<file path="src/rtl/alu_issue_pkg.sv">
// Shared definitions for the ALU issue block: opcodes, instruction field layout,
// sequencer states and small decode helpers.
package alu_issue_pkg;

  localparam int DATA_W = 32;
  localparam int NREGS  = 8;
  localparam int IDX_W  = 3;

  localparam logic [2:0] OP_ADD = 3'b000;
  localparam logic [2:0] OP_OR  = 3'b001;
  localparam logic [2:0] OP_AND = 3'b010;
  localparam logic [2:0] OP_XOR = 3'b011;
  localparam logic [2:0] OP_NOR = 3'b100;
  localparam logic [2:0] OP_SHL = 3'b101;
  localparam logic [2:0] OP_ROT = 3'b110;
  localparam logic [2:0] OP_ILL = 3'b111;

  localparam int F_OP_HI    = 31;
  localparam int F_OP_LO    = 29;
  localparam int F_DST_HI   = 28;
  localparam int F_DST_LO   = 26;
  localparam int F_SRC1_HI  = 25;
  localparam int F_SRC1_LO  = 23;
  localparam int F_SRC2_HI  = 22;
  localparam int F_SRC2_LO  = 20;
  localparam int F_USE_IMM  = 19;
  localparam int F_SHAMT_HI = 18;
  localparam int F_SHAMT_LO = 13;
  localparam int F_IMM_HI   = 12;
  localparam int F_IMM_LO   = 0;

  typedef struct packed {
    logic [2:0]  op;
    logic [2:0]  dst;
    logic [2:0]  src1;
    logic [2:0]  src2;
    logic        use_imm;
    logic [5:0]  shamt;
    logic [12:0] imm;
  } instr_t;

  typedef enum logic [1:0] {
    S_IDLE,
    S_EXEC,
    S_WB
  } state_e;

  function automatic instr_t decode(input logic [DATA_W-1:0] word);
    instr_t f;
    f.op      = word[F_OP_HI:F_OP_LO];
    f.dst     = word[F_DST_HI:F_DST_LO];
    f.src1    = word[F_SRC1_HI:F_SRC1_LO];
    f.src2    = word[F_SRC2_HI:F_SRC2_LO];
    f.use_imm = word[F_USE_IMM];
    f.shamt   = word[F_SHAMT_HI:F_SHAMT_LO];
    f.imm     = word[F_IMM_HI:F_IMM_LO];
    return f;
  endfunction

  function automatic logic [DATA_W-1:0] imm_zext(input logic [12:0] imm);
    return {19'b0, imm};
  endfunction

  function automatic logic op_writes_back(input logic [2:0] op);
    case (op)
      OP_ADD, OP_OR, OP_AND, OP_XOR, OP_NOR, OP_SHL, OP_ROT: return 1'b1;
      OP_ILL:  return 1'b0;
      default: return 1'b0;
    endcase
  endfunction

endpackage

</file>
<file path="src/rtl/alu_issue_regfile.sv">
// 8x32 register file: one synchronous write port, two operand reads and one debug read, all combinational.
// Latency: reads 0 cycles, write visible the cycle after we; no backpressure.
module alu_issue_regfile
  import alu_issue_pkg::*;
(
  input  logic              clk,
  input  logic              reset,
  input  logic              we,
  input  logic [IDX_W-1:0]  waddr,
  input  logic [DATA_W-1:0] wdata,
  input  logic [IDX_W-1:0]  raddr1,
  input  logic [IDX_W-1:0]  raddr2,
  input  logic [IDX_W-1:0]  dbg_idx,
  output logic [DATA_W-1:0] rdata1,
  output logic [DATA_W-1:0] rdata2,
  output logic [DATA_W-1:0] dbg_data
);

  logic [DATA_W-1:0] regs_q [NREGS];
  logic [DATA_W-1:0] regs_d [NREGS];

  always_comb begin
    regs_d = regs_q;
    if (we) begin
      regs_d[waddr] = wdata;
    end
  end

  always_ff @(posedge clk) begin
    if (reset) begin
      regs_q <= '{default: '0};
    end else begin
      regs_q <= regs_d;
    end
  end

  assign rdata1   = regs_q[raddr1];
  assign rdata2   = regs_q[raddr2];
  assign dbg_data = regs_q[dbg_idx];

endmodule

</file>
<file path="src/rtl/alu_issue.sv">
// Issue sequencer for the combinational ALU: accept, hold ALU ports ALU_LAT cycles, write back.
// Latency: accept edge to done = ALU_LAT+1 cycles; in_ready low through EXEC and WB (one op per ALU_LAT+2).
module alu_issue
  import alu_issue_pkg::*;
#(
  parameter int ALU_LAT = 1
) (
  input  logic        clk,
  input  logic        reset,
  input  logic        in_valid,
  output logic        in_ready,
  input  logic [31:0] in_instr,
  output logic [31:0] alu_sr1,
  output logic [31:0] alu_sr2,
  output logic [2:0]  alu_os,
  output logic [5:0]  alu_shift,
  input  logic [31:0] alu_rd,
  output logic        done,
  output logic [31:0] result,
  output logic        z_flag,
  output logic        err,
  input  logic [2:0]  dbg_idx,
  output logic [31:0] dbg_data
);

  localparam logic [2:0] CNT_LAST = 3'(ALU_LAT - 1);

  state_e            state_q, state_d;
  logic [2:0]        cnt_q, cnt_d;
  logic [2:0]        op_q, op_d;
  logic [2:0]        dst_q, dst_d;
  logic [31:0]       sr1_q, sr1_d;
  logic [31:0]       sr2_q, sr2_d;
  logic [5:0]        shift_q, shift_d;
  logic [31:0]       cap_q, cap_d;
  logic [31:0]       result_q, result_d;
  logic              done_q, done_d;
  logic              err_q, err_d;
  logic              z_q, z_d;

  instr_t            dec;
  logic [31:0]       rd1, rd2;
  logic              wb_we;

  assign dec = decode(in_instr);

  alu_issue_regfile u_regfile (
    .clk      (clk),
    .reset    (reset),
    .we       (wb_we),
    .waddr    (dst_q),
    .wdata    (cap_q),
    .raddr1   (dec.src1),
    .raddr2   (dec.src2),
    .dbg_idx  (dbg_idx),
    .rdata1   (rd1),
    .rdata2   (rd2),
    .dbg_data (dbg_data)
  );

  always_comb begin
    state_d  = state_q;
    cnt_d    = cnt_q;
    op_d     = op_q;
    dst_d    = dst_q;
    sr1_d    = sr1_q;
    sr2_d    = sr2_q;
    shift_d  = shift_q;
    cap_d    = cap_q;
    result_d = result_q;
    z_d      = z_q;
    done_d   = 1'b0;
    err_d    = 1'b0;
    wb_we    = 1'b0;
    in_ready = 1'b0;

    case (state_q)
      S_IDLE: begin
        in_ready = 1'b1;
        if (in_valid) begin
          op_d    = dec.op;
          dst_d   = dec.dst;
          sr1_d   = rd1;
          sr2_d   = dec.use_imm ? imm_zext(dec.imm) : rd2;
          shift_d = dec.shamt;
          cnt_d   = 3'd0;
          state_d = S_EXEC;
        end
      end
      S_EXEC: begin
        // ALU ports are the latched operand flops, so they stay put for the whole window.
        if (cnt_q == CNT_LAST) begin
          cap_d   = alu_rd;
          state_d = S_WB;
        end else begin
          cnt_d = cnt_q + 3'd1;
        end
      end
      S_WB: begin
        state_d = S_IDLE;
        if (op_writes_back(op_q)) begin
          wb_we    = 1'b1;
          result_d = cap_q;
          z_d      = (cap_q == 32'd0);
          done_d   = 1'b1;
        end else begin
          err_d = 1'b1;
        end
      end
      default: state_d = S_IDLE;
    endcase
  end

  always_ff @(posedge clk) begin
    if (reset) begin
      state_q  <= S_IDLE;
      cnt_q    <= '0;
      op_q     <= '0;
      dst_q    <= '0;
      sr1_q    <= '0;
      sr2_q    <= '0;
      shift_q  <= '0;
      cap_q    <= '0;
      result_q <= '0;
      z_q      <= 1'b0;
      done_q   <= 1'b0;
      err_q    <= 1'b0;
    end else begin
      state_q  <= state_d;
      cnt_q    <= cnt_d;
      op_q     <= op_d;
      dst_q    <= dst_d;
      sr1_q    <= sr1_d;
      sr2_q    <= sr2_d;
      shift_q  <= shift_d;
      cap_q    <= cap_d;
      result_q <= result_d;
      z_q      <= z_d;
      done_q   <= done_d;
      err_q    <= err_d;
    end
  end

  assign alu_sr1   = sr1_q;
  assign alu_sr2   = sr2_q;
  assign alu_os    = op_q;
  assign alu_shift = shift_q;
  assign result    = result_q;
  assign done      = done_q;
  assign err       = err_q;
  assign z_flag    = z_q;

endmodule

</file>
<file path="config.mk">
export PLATFORM = sky130hd
export DESIGN_NAME = alu_issue
export DESIGN_NICKNAME = d
export VERILOG_FILES = /design/src/rtl/alu_issue_pkg.sv /design/src/rtl/alu_issue_regfile.sv /design/src/rtl/alu_issue.sv
export SDC_FILE = /design/constraint.sdc
export NUM_CORES = 1
export LEC_CHECK = 0
export ABC_AREA = 1
export BUFFER_PORTS_ARGS = -buffer_cell sky130_fd_sc_hd__buf_2
export CORE_UTILIZATION = 30
export DETAILED_ROUTE_END_ITERATION = 6
export HOLD_SLACK_MARGIN = 0.08
export SETUP_SLACK_MARGIN = 0.05
export SLEW_MARGIN = 30
export SYNTH_ARGS = -nofsm -noshare
export SYNTH_HDL_FRONTEND = slang
export SYNTH_SLANG_ARGS = --single-unit
export TNS_END_PERCENT = 5
</file>
<file path="constraint.sdc">
create_clock -name clk -period 3.65 [get_ports clk]
set_input_delay 0.1825 -clock clk [delete_from_list [all_inputs] [get_ports clk]]
set_output_delay 0.1825 -clock clk [all_outputs]
set_load 0.05 [all_outputs]
</file>
==> metrics, run 1 <==
Via Count 21.3k; CP Depth 8; layout cells sized above 1 11.4%; Leakage 9.57 nW; Detailed Place HPWL 46800 um; # resized after CTS 0; CP max-delay cell buf_4; commonest non-fill, non-tap cell in the layout o21ai_0; synthesis-stage register bit count 405; post-route setup slack 0.826 ns; synth unique cells 29; commonest cells after routing, fill and taps aside o21ai_0 (571), a21oi_1 (500), nand2_1 (444); Slew @ Worst Pin 1.14 ns; effective utilization at floorplan 30.3%; most congested layer reported by global routing met2; Slew headroom 24.3%; worst clock skew 0.0214 ns; Worst R2R Path Depth 7; CTS buffer count 45; I/O Buffers 210; Arr. time, crit path 2.64 ns; crit path capture type output port; gpl congestion 0.840; hold slack 0.112 ns; DRT antenna net count 0; worst skew pair latency 0.59 ns; crit path time final 2.82 ns; Via density 5.27; cells along the critical path buf_4 > clkinv_2 > buf_4 > a21oi_1 > o21ai_0 > nand3_1 > o21a_1 > buf_2; drt drc 0; crit-path leading delay family buffers and inverters; RSZ-0062 raised after global routing no; Synth Cell Area 20400 um^2; Hold Violations, Final 0; Mapped Nets 3123; io pins 211; pwr dens 475 nW/um^2; CP Buf/Inv Count 4; Die Y-Extent 263 um; Initial DRT Pass Iterations 5; Area growth syn-to-layout 17.4%; die width 263 um; cell count after synthesis 3051; final setup violating endpoints 0; row count 95; Tcrit/Tclk final 77.4%; startpoint types input port; Tot GR Track Use 21.8%; CP max FO 75; htree depth 2; met3 track demand over resource 3.64%; post-CTS setup buffers 0; met2 usage 33.8%; Top cell by count, worst path buf_4; setup_tns 0 ns; Clock Sinks 405; R2R Setup Slk 1.23 ns; GRT overflow 0; CTS clk-pin slew, worst paths 0.06 ns; Nets 3196; largest net degree at the start of global routing 233; initial drt markers 2274; Max clock buf depth 3; crit-path max cell delay 0.58 ns; global-route wire length before repair 118000 um; Finished Core Util 35.6%; Synth top area share 39.8%; Post-Syn Area per Cell 6.68 um^2; CORE AREA 67200 um^2; leading area contributor after synthesis dfxtp_1; Clk Tree Root Cell clkbuf_16; WHS Path Cells 3; met1 Use GR 31.1%; drt total wl 78300 um; Max VDD drop 0.346 mV; vias in the first global route 19.0k; yosys warns 0; drt wl/cell 19.4 um; fmax 0.354 GHz; total die area 68900 um^2; total power 11.4 mW; worst slack, placed 0.917 ns; synth top area cells dfxtp_1 (40%), o21ai_0 (14%), a21oi_1 (12%); Max Cap Viol 0; sequential cell area fraction in the yosys report 39.8%; CP required 3.47 ns; initial antenna violation count 1; outcome complete, no violations; critical path class input port to output port; Final Max Slew Viols 0; cts hold-fix bufs 58; CTS tree yes; worst min-delay path category input port to register
kinds of logic (layout without fill, tap and decap cells):
| family | count (synthesis) | in the layout | synth area share, % |
|---|---|---|---|
| buffers and inverters | 501 | 610 | 9.88 |
| AO/OA/AOI/OAI | 1187 | 1187 | 30.4 |
| other | 0 | 3 | 0 |
| adder cells (fa/ha/maj) | 2 | 2 | 0.123 |
| flip-flops | 405 | 405 | 39.8 |
| AND/OR/NAND/NOR | 956 | 956 | 19.8 |
synthesized netlist by cell type:
master	count
clkbuf_2	2
buf_1	20
clkinv_1	5
o21ai_1	18
nor4_1	1
clkbuf_1	179
a21oi_1	500
o31ai_1	1
inv_1	199
nand2_2	7
nand3_4	2
dfxtp_1	405
ha_1	2
o211ai_1	76
buf_2	73
o21a_1	14
nor2_1	228
clkinv_2	1
o21ai_0	571
nand2_1	444
a22o_1	7
nor2_4	4
buf_6	1
nand3_1	266
nor2_8	1
buf_4	8
nand3_2	1
nor2_2	2
inv_2	13
worst paths after layout:
path / from / endpoint
max: dbg_idx[0] / dbg_data[0]
min: in_instr[19] / alu_sr2[4]
max reg2reg: state_q[0] / alu_sr2[20]
min reg2reg: alu_sr2[16] / alu_sr2[16]
worst min-delay path, stage by stage:
cell and delay, ns:
buf_2 0.23, a21oi_1 0.16, a21oi_1 0.07
sequential cells by signal (all words and copies together), names as in the netlist, named ones only:
name,cells
done,1
alu_os,3
alu_sr2,32
err,1
state_q,2
cnt_q,3
dst_q,3
u_regfile.regs_q,256
alu_shift,6
z_flag,1
cap_q,32
alu_sr1,32
result,32
area by class of cell:
cell class	instances	area, um^2
fillers	7168	43200
multi-input cells	2145	10200
flip-flops and latches	405	8110
repair buffers	309	2020
clock buffers	69	1390
well taps	873	1090
inverters	218	826
clock inverters	14	230
diodes	3	7.51
layer usage:
layer,part of all wire [%],vias to the layer above
met5,0,-
met4,2.1,0
met3,8.0,106
met2,44,902
met1,46,9802
li1,-,10400
through the flow:
step,instances,cell area [um^2]
6_report,4036,23900
2_1_floorplan,3051,20400
4_1_cts,4033,23900
3_5_place_dp,3892,21700
3_3_place_gp,3892,21700
5_1_grt,4033,23900
power breakdown:
part	total (mW)	internal, mW	leakage (nW)	switching [mW]
combinational	1.66	0.449	5.49	1.21
clock	5.01	3.04	0.796	1.96
sequential	4.69	4.54	3.28	0.154
total	11.4	8.03	9.57	3.33
(Power assumes the default switching activity.)
==> run 2, diff against run 1 <==
==> constraint.sdc (replaced) <==
create_clock -name clk -period 2.66 [get_ports clk]
set_input_delay 0.133 -clock clk [delete_from_list [all_inputs] [get_ports clk]]
set_output_delay 0.133 -clock clk [all_outputs]
set_load 0.05 [all_outputs]
==> run 2 against run 1 <==
Compared with the run above:
- via count rose by 0.69%
- critical path depth rose by 1
- register-to-register slack lost 0.85 ns
==> metrics, run 2 (same netlist as run 1, synthesis figures left out) <==
htree depth 2; crit path capture type register; placed cell areas 22000 um^2; worst slack, placed 0.667 ns; outcome complete, no violations; fmax 0.439 GHz; Hold Violations, Final 0; cts hold-fix bufs 84; CTS clk-pin slew, worst paths 0.06 ns; register share of total power 42.2%; io pins 211; I/O Buffers 210; CP required 3.16 ns; post-route setup slack 0.383 ns; met3 track demand over resource 3.29%; most congested layer reported by global routing met2; fin cells 4075; Via Count 21.4k; Sw Share 29.9%; drt drc 0; Via density 5.25; largest net degree at the start of global routing 177; Max VDD drop 0.456 mV; Detailed Place HPWL 47800 um; sw power 4.56 mW; DRT antenna net count 0; Top cell by count, worst path inv_1; met2 usage 33.5%; drt total wl 78300 um; Final Max Slew Viols 0; CORE AREA 67200 um^2; Nets 3237; WHS Path Cells 5; met1 Use GR 31.3%; crit path time final 2.28 ns; Die Y-Extent 263 um; worst skew pair latency 0.59 ns; # resized after CTS 0; global-route wire length before repair 119000 um; hold slack 0.107 ns; Area growth syn-to-layout 19.3%; commonest non-fill, non-tap cell in the layout o21ai_0; worst min-delay path category input port to register; vias in the first global route 19.2k; CTS buffer count 45; CP max FO 33; gpl congestion 0.827; die width 263 um; Initial DRT Pass Iterations 6; total die area 68900 um^2; effective utilization at floorplan 30.3%; dpl cells 3907; initial antenna violation count 3; Max clock buf depth 3; GRT overflow 0; setup_tns 0 ns; Tot GR Track Use 21.9%; Worst R2R Path Depth 9; Slew headroom 33.7%; drt wl/cell 19.2 um; Slew @ Worst Pin 0.989 ns; critical path class register to register; Max Cap Viol 0; commonest cells after routing, fill and taps aside o21ai_0 (571), a21oi_1 (500), nand2_1 (444); cells along the critical path inv_1 > ha_1 > inv_1 > nor2_1 > nand2_1 > buf_4 > o21ai_0 > dlygate4sd3_1 > a21oi_1; combinational share of power 15.4%; clock power share 42.4%; Leakage 9.75 nW; final setup violating endpoints 0; row count 95; Clock Sinks 405; Internal 10.7 mW; CTS tree yes; startpoint types register; Largest Register u_regfile.regs_q; Design Area, Final 24300 um^2; Tcrit/Tclk final 85.6%; post-CTS setup buffers 0; Arr. time, crit path 2.78 ns; layout cells sized above 1 11.4%; Clk Tree Root Cell clkbuf_16; CP max-delay cell dlygate4sd3_1; crit-path max cell delay 0.57 ns; RSZ-0062 raised after global routing no; initial drt markers 2505; worst clock skew 0.0265 ns; Largest register FFs 256; pwr dens 627 nW/um^2
## run 2: changes by cell type in the layout (fill, tap and decap cells not counted), sizes merged
cell / previous run / this run
buf: 251 / 266
bufinv: 6 / 3
clkinvlp: 1 / 2
diode: 3 / 2
dlygate4sd3: 58 / 84
inv: 212 / 213
## run 2: worst paths after layout
path,startpoint,end,slack (ns)
setup / recovery,cnt_q[0],cap_q[22],0.38
hold / removal,in_instr[19],alu_sr2[3],0.11
setup reg to reg,cnt_q[0],cap_q[22],0.38
hold reg to reg,alu_sr2[31],alu_sr2[31],0.45
## run 2: stage by stage
step	total power, mW	util [%]
after floorplan	8.05	-
after global placement	8.77	32.7
after detailed placement	8.78	32.7
after CTS	15.3	36.2
after global routing	15.8	36.2
final	15.3	36.2
## run 2: power by group through the flow
| stage | sequential (mW) | combinational (mW) | clock (mW) |
|---|---|---|---|
| finish | 6.44 | 2.34 | 6.47 |
| global route | 6.46 | 2.53 | 6.80 |
| CTS | 6.43 | 2.32 | 6.57 |
| detailed placement | 6.57 | 2.21 | 0 |
| global placement | 6.57 | 2.21 | 0 |
| floorplan | 6.73 | 1.33 | 0 |
## run 2: routing by layer
metal	vias to the layer above	wire length [um]
met3	134	6440
met2	981	33900
met4	0	2130
met1	9743	35800
met5	-	0
li1	10500	-
## run 2: area by class of cell
cell class,instances,area (um^2)
Timing Repair Buffer,350,2530
Clock inverter,13,149
Sequential cell,405,8110
Fill cell,7084,42900
Antenna cell,2,5.00
Clock buffer,69,1350
Multi-Input combinational cell,2145,10200
Inverter,218,825
Tap cell,873,1090
## run 2: worst max-delay path: cells and delay by family, from the launching register on
kind,cells,cell delay (ns)
buffers and inverters,4,1.08
AO/OA/AOI/OAI,2,0.25
flip-flops,1,0.36
AND/OR/NAND/NOR,2,0.29
adder cells (fa/ha/maj),1,0.19
==> run 3, diff against run 2 <==
--- a/config.mk
+++ b/config.mk
@@ -6,9 +6,9 @@
 export NUM_CORES = 1
 export LEC_CHECK = 0
 export ABC_AREA = 1
-export BUFFER_PORTS_ARGS = -buffer_cell sky130_fd_sc_hd__buf_2
 export CORE_UTILIZATION = 30
 export DETAILED_ROUTE_END_ITERATION = 6
+export DONT_BUFFER_PORTS = 1
 export HOLD_SLACK_MARGIN = 0.08
 export SETUP_SLACK_MARGIN = 0.05
 export SLEW_MARGIN = 30
==> run 3 against run 2 <==
Compared with the run above:
- clock-buffer cell count is 2 higher
- utilization is 0.94 points lower
- sequential cell count stayed put
- setup slack worse by 0.26 ns
- first-iteration DRC count is 7.7% higher
- final area is 2.6% lower
- non-clock buffer count is 176 lower
- via count is 1.1% lower
- final cell count is 4.3% lower
- fmax is 10% lower
- sequential power is 5.3% higher
- largest power group is now registers
==> metrics, run 3 (same netlist as run 1, synthesis figures left out) <==
Via Count 21.2k; Finished Core Util 35.2%; hold slack 0.156 ns; Clk Tree Root Cell clkbuf_16; Largest Register u_regfile.regs_q; R2R Path Start u_regfile.regs_q[77]; crit path time final 2.54 ns; Via density 5.43; CP Buf/Inv Count 4; met2 usage 36.1%; total power 15.1 mW; CTS clk-pin slew, worst paths 0.06 ns; vias in the first global route 19.1k; cells along the critical path inv_2 > a21oi_1 > o21ai_1 > dlygate4sd3_1 > nand3_1 > dlygate4sd3_1 > nand3_1 > dlygate4sd3_1 > nand2_1; Max clock buf depth 3; RSZ-0062 raised after global routing yes; CORE AREA 67200 um^2; drt wl/cell 20.9 um; most congested layer reported by global routing met2; R2R Path End alu_sr2[13]; Largest register FFs 256; Leakage 8.87 nW; drt total wl 81500 um; die width 263 um; Slew @ Worst Pin 0.880 ns; DRT antenna net count 0; worst clock skew 0.0189 ns; Die Y-Extent 263 um; GRT overflow 0; CTS buffer count 46; Initial DRT Pass Iterations 7; Arr. time, crit path 3.08 ns; drt drc 0; Max VDD drop 0.491 mV; row count 95; initial antenna violation count 3; worst slack, placed 0.582 ns; Tot GR Track Use 22.7%; Hold Violations, Final 0; Worst Hold Launch in_instr[24]; layout cells sized above 1 5.22%; CP required 3.21 ns; commonest cells after routing, fill and taps aside o21ai_0 (570), a21oi_1 (500), nand2_1 (444); gpl congestion 0.849; setup_tns 0 ns; initial drt markers 2699; CP max FO 4; commonest non-fill, non-tap cell in the layout o21ai_0; Slew headroom 41.4%; CP max-delay cell dlygate4sd3_1; Final Max Slew Viols 0; Tcrit/Tclk final 95.4%; Top cell by count, worst path dlygate4sd3_1; largest net degree at the start of global routing 168; post-route setup slack 0.123 ns; pwr dens 636 nW/um^2; final setup violating endpoints 0; outcome complete, no violations; critical path class register to register; Worst R2R Path Depth 9; WHS Path Cells 6; total die area 68900 um^2; met3 track demand over resource 5.15%; Area growth syn-to-layout 16.2%; CTS tree yes; Nets 3062; Clock Sinks 405; crit-path max cell delay 0.58 ns; crit-path leading delay family buffers and inverters; R2R Setup Slk 0.12 ns; Detailed Place HPWL 46400 um; effective utilization at floorplan 30.3%; Max Cap Viol 0; global-route wire length before repair 121000 um; crit path capture type register; I/O Buffers 0; worst skew pair latency 0.60 ns; worst min-delay path category input port to register; fmax 0.394 GHz; startpoint types register; Hold Path End alu_sr1[8]; io pins 211; met1 Use GR 30.5%; htree depth 2
run 3: changes by cell type in the layout (fill, tap and decap cells not counted), sizes merged:
| cell | delta |
|---|---|
| inv | +1 |
| clkbuf | +2 |
| buf | -213 |
| dlygate4sd3 | +37 |
| bufinv | -2 |
| clkinv | -1 |
run 3: worst max path at each step:
stage,from,to,cells past startpoint
5_1_grt,u_regfile.regs_q[77],alu_sr2[13],9
3_5_place_dp,state_q[0],register,10
2_1_floorplan,dbg_idx[0],dbg_data[24],7
4_1_cts,state_q[0],alu_sr2[23],9
6_report,u_regfile.regs_q[77],alu_sr2[13],9
3_3_place_gp,state_q[0],register,10
run 3: power by group:
part	leakage [nW]	internal [mW]	switching [mW]	total (mW)
registers	3.28	6.23	0.551	6.78
logic	4.85	0.607	1.21	1.82
clock network	0.745	3.73	2.74	6.47
total	8.87	10.6	4.50	15.1
run 3: cell type report:
class	instances	area, um^2
antenna	2	5.00
timing repair buffer	174	1880
clock inverter	11	110
clock buffer	71	1410
inverter	218	826
sequential	405	8110
fill	7093	43500
multi-input combinational	2145	10200
tap	873	1090
run 3: what timing repair did:
item                                    4_1_cts  5_1_grt
buffers inserted                              0        3
hold buffers                                129        0
gates resized for setup                       0        3
endpoints found under the setup margin        0       11
endpoints found under the hold margin       209        0
run 3: metrics by stage:
stage          std cells  instance area [um^2]
2_1_floorplan       3051                 20400
3_3_place_gp        3684                 20700
3_5_place_dp        3684                 20700
4_1_cts             3895                 23600
5_1_grt             3898                 23700
6_report            3899                 23700
run 3: worst min-delay path, cell delays in order:
cell and delay (ns):
clkinv_1 0.23, a21oi_1 0.06, o21ai_0 0.07, nand3_1 0.07
nand3_1 0.08, nand2_1 0.04
run 3: routing by layer:
metal  up-vias  routed length [um]
met5         -                  10
li1      10200                   -
met3       111                8200
met2      1025               36600
met4         2                1750
met1      9818               34900
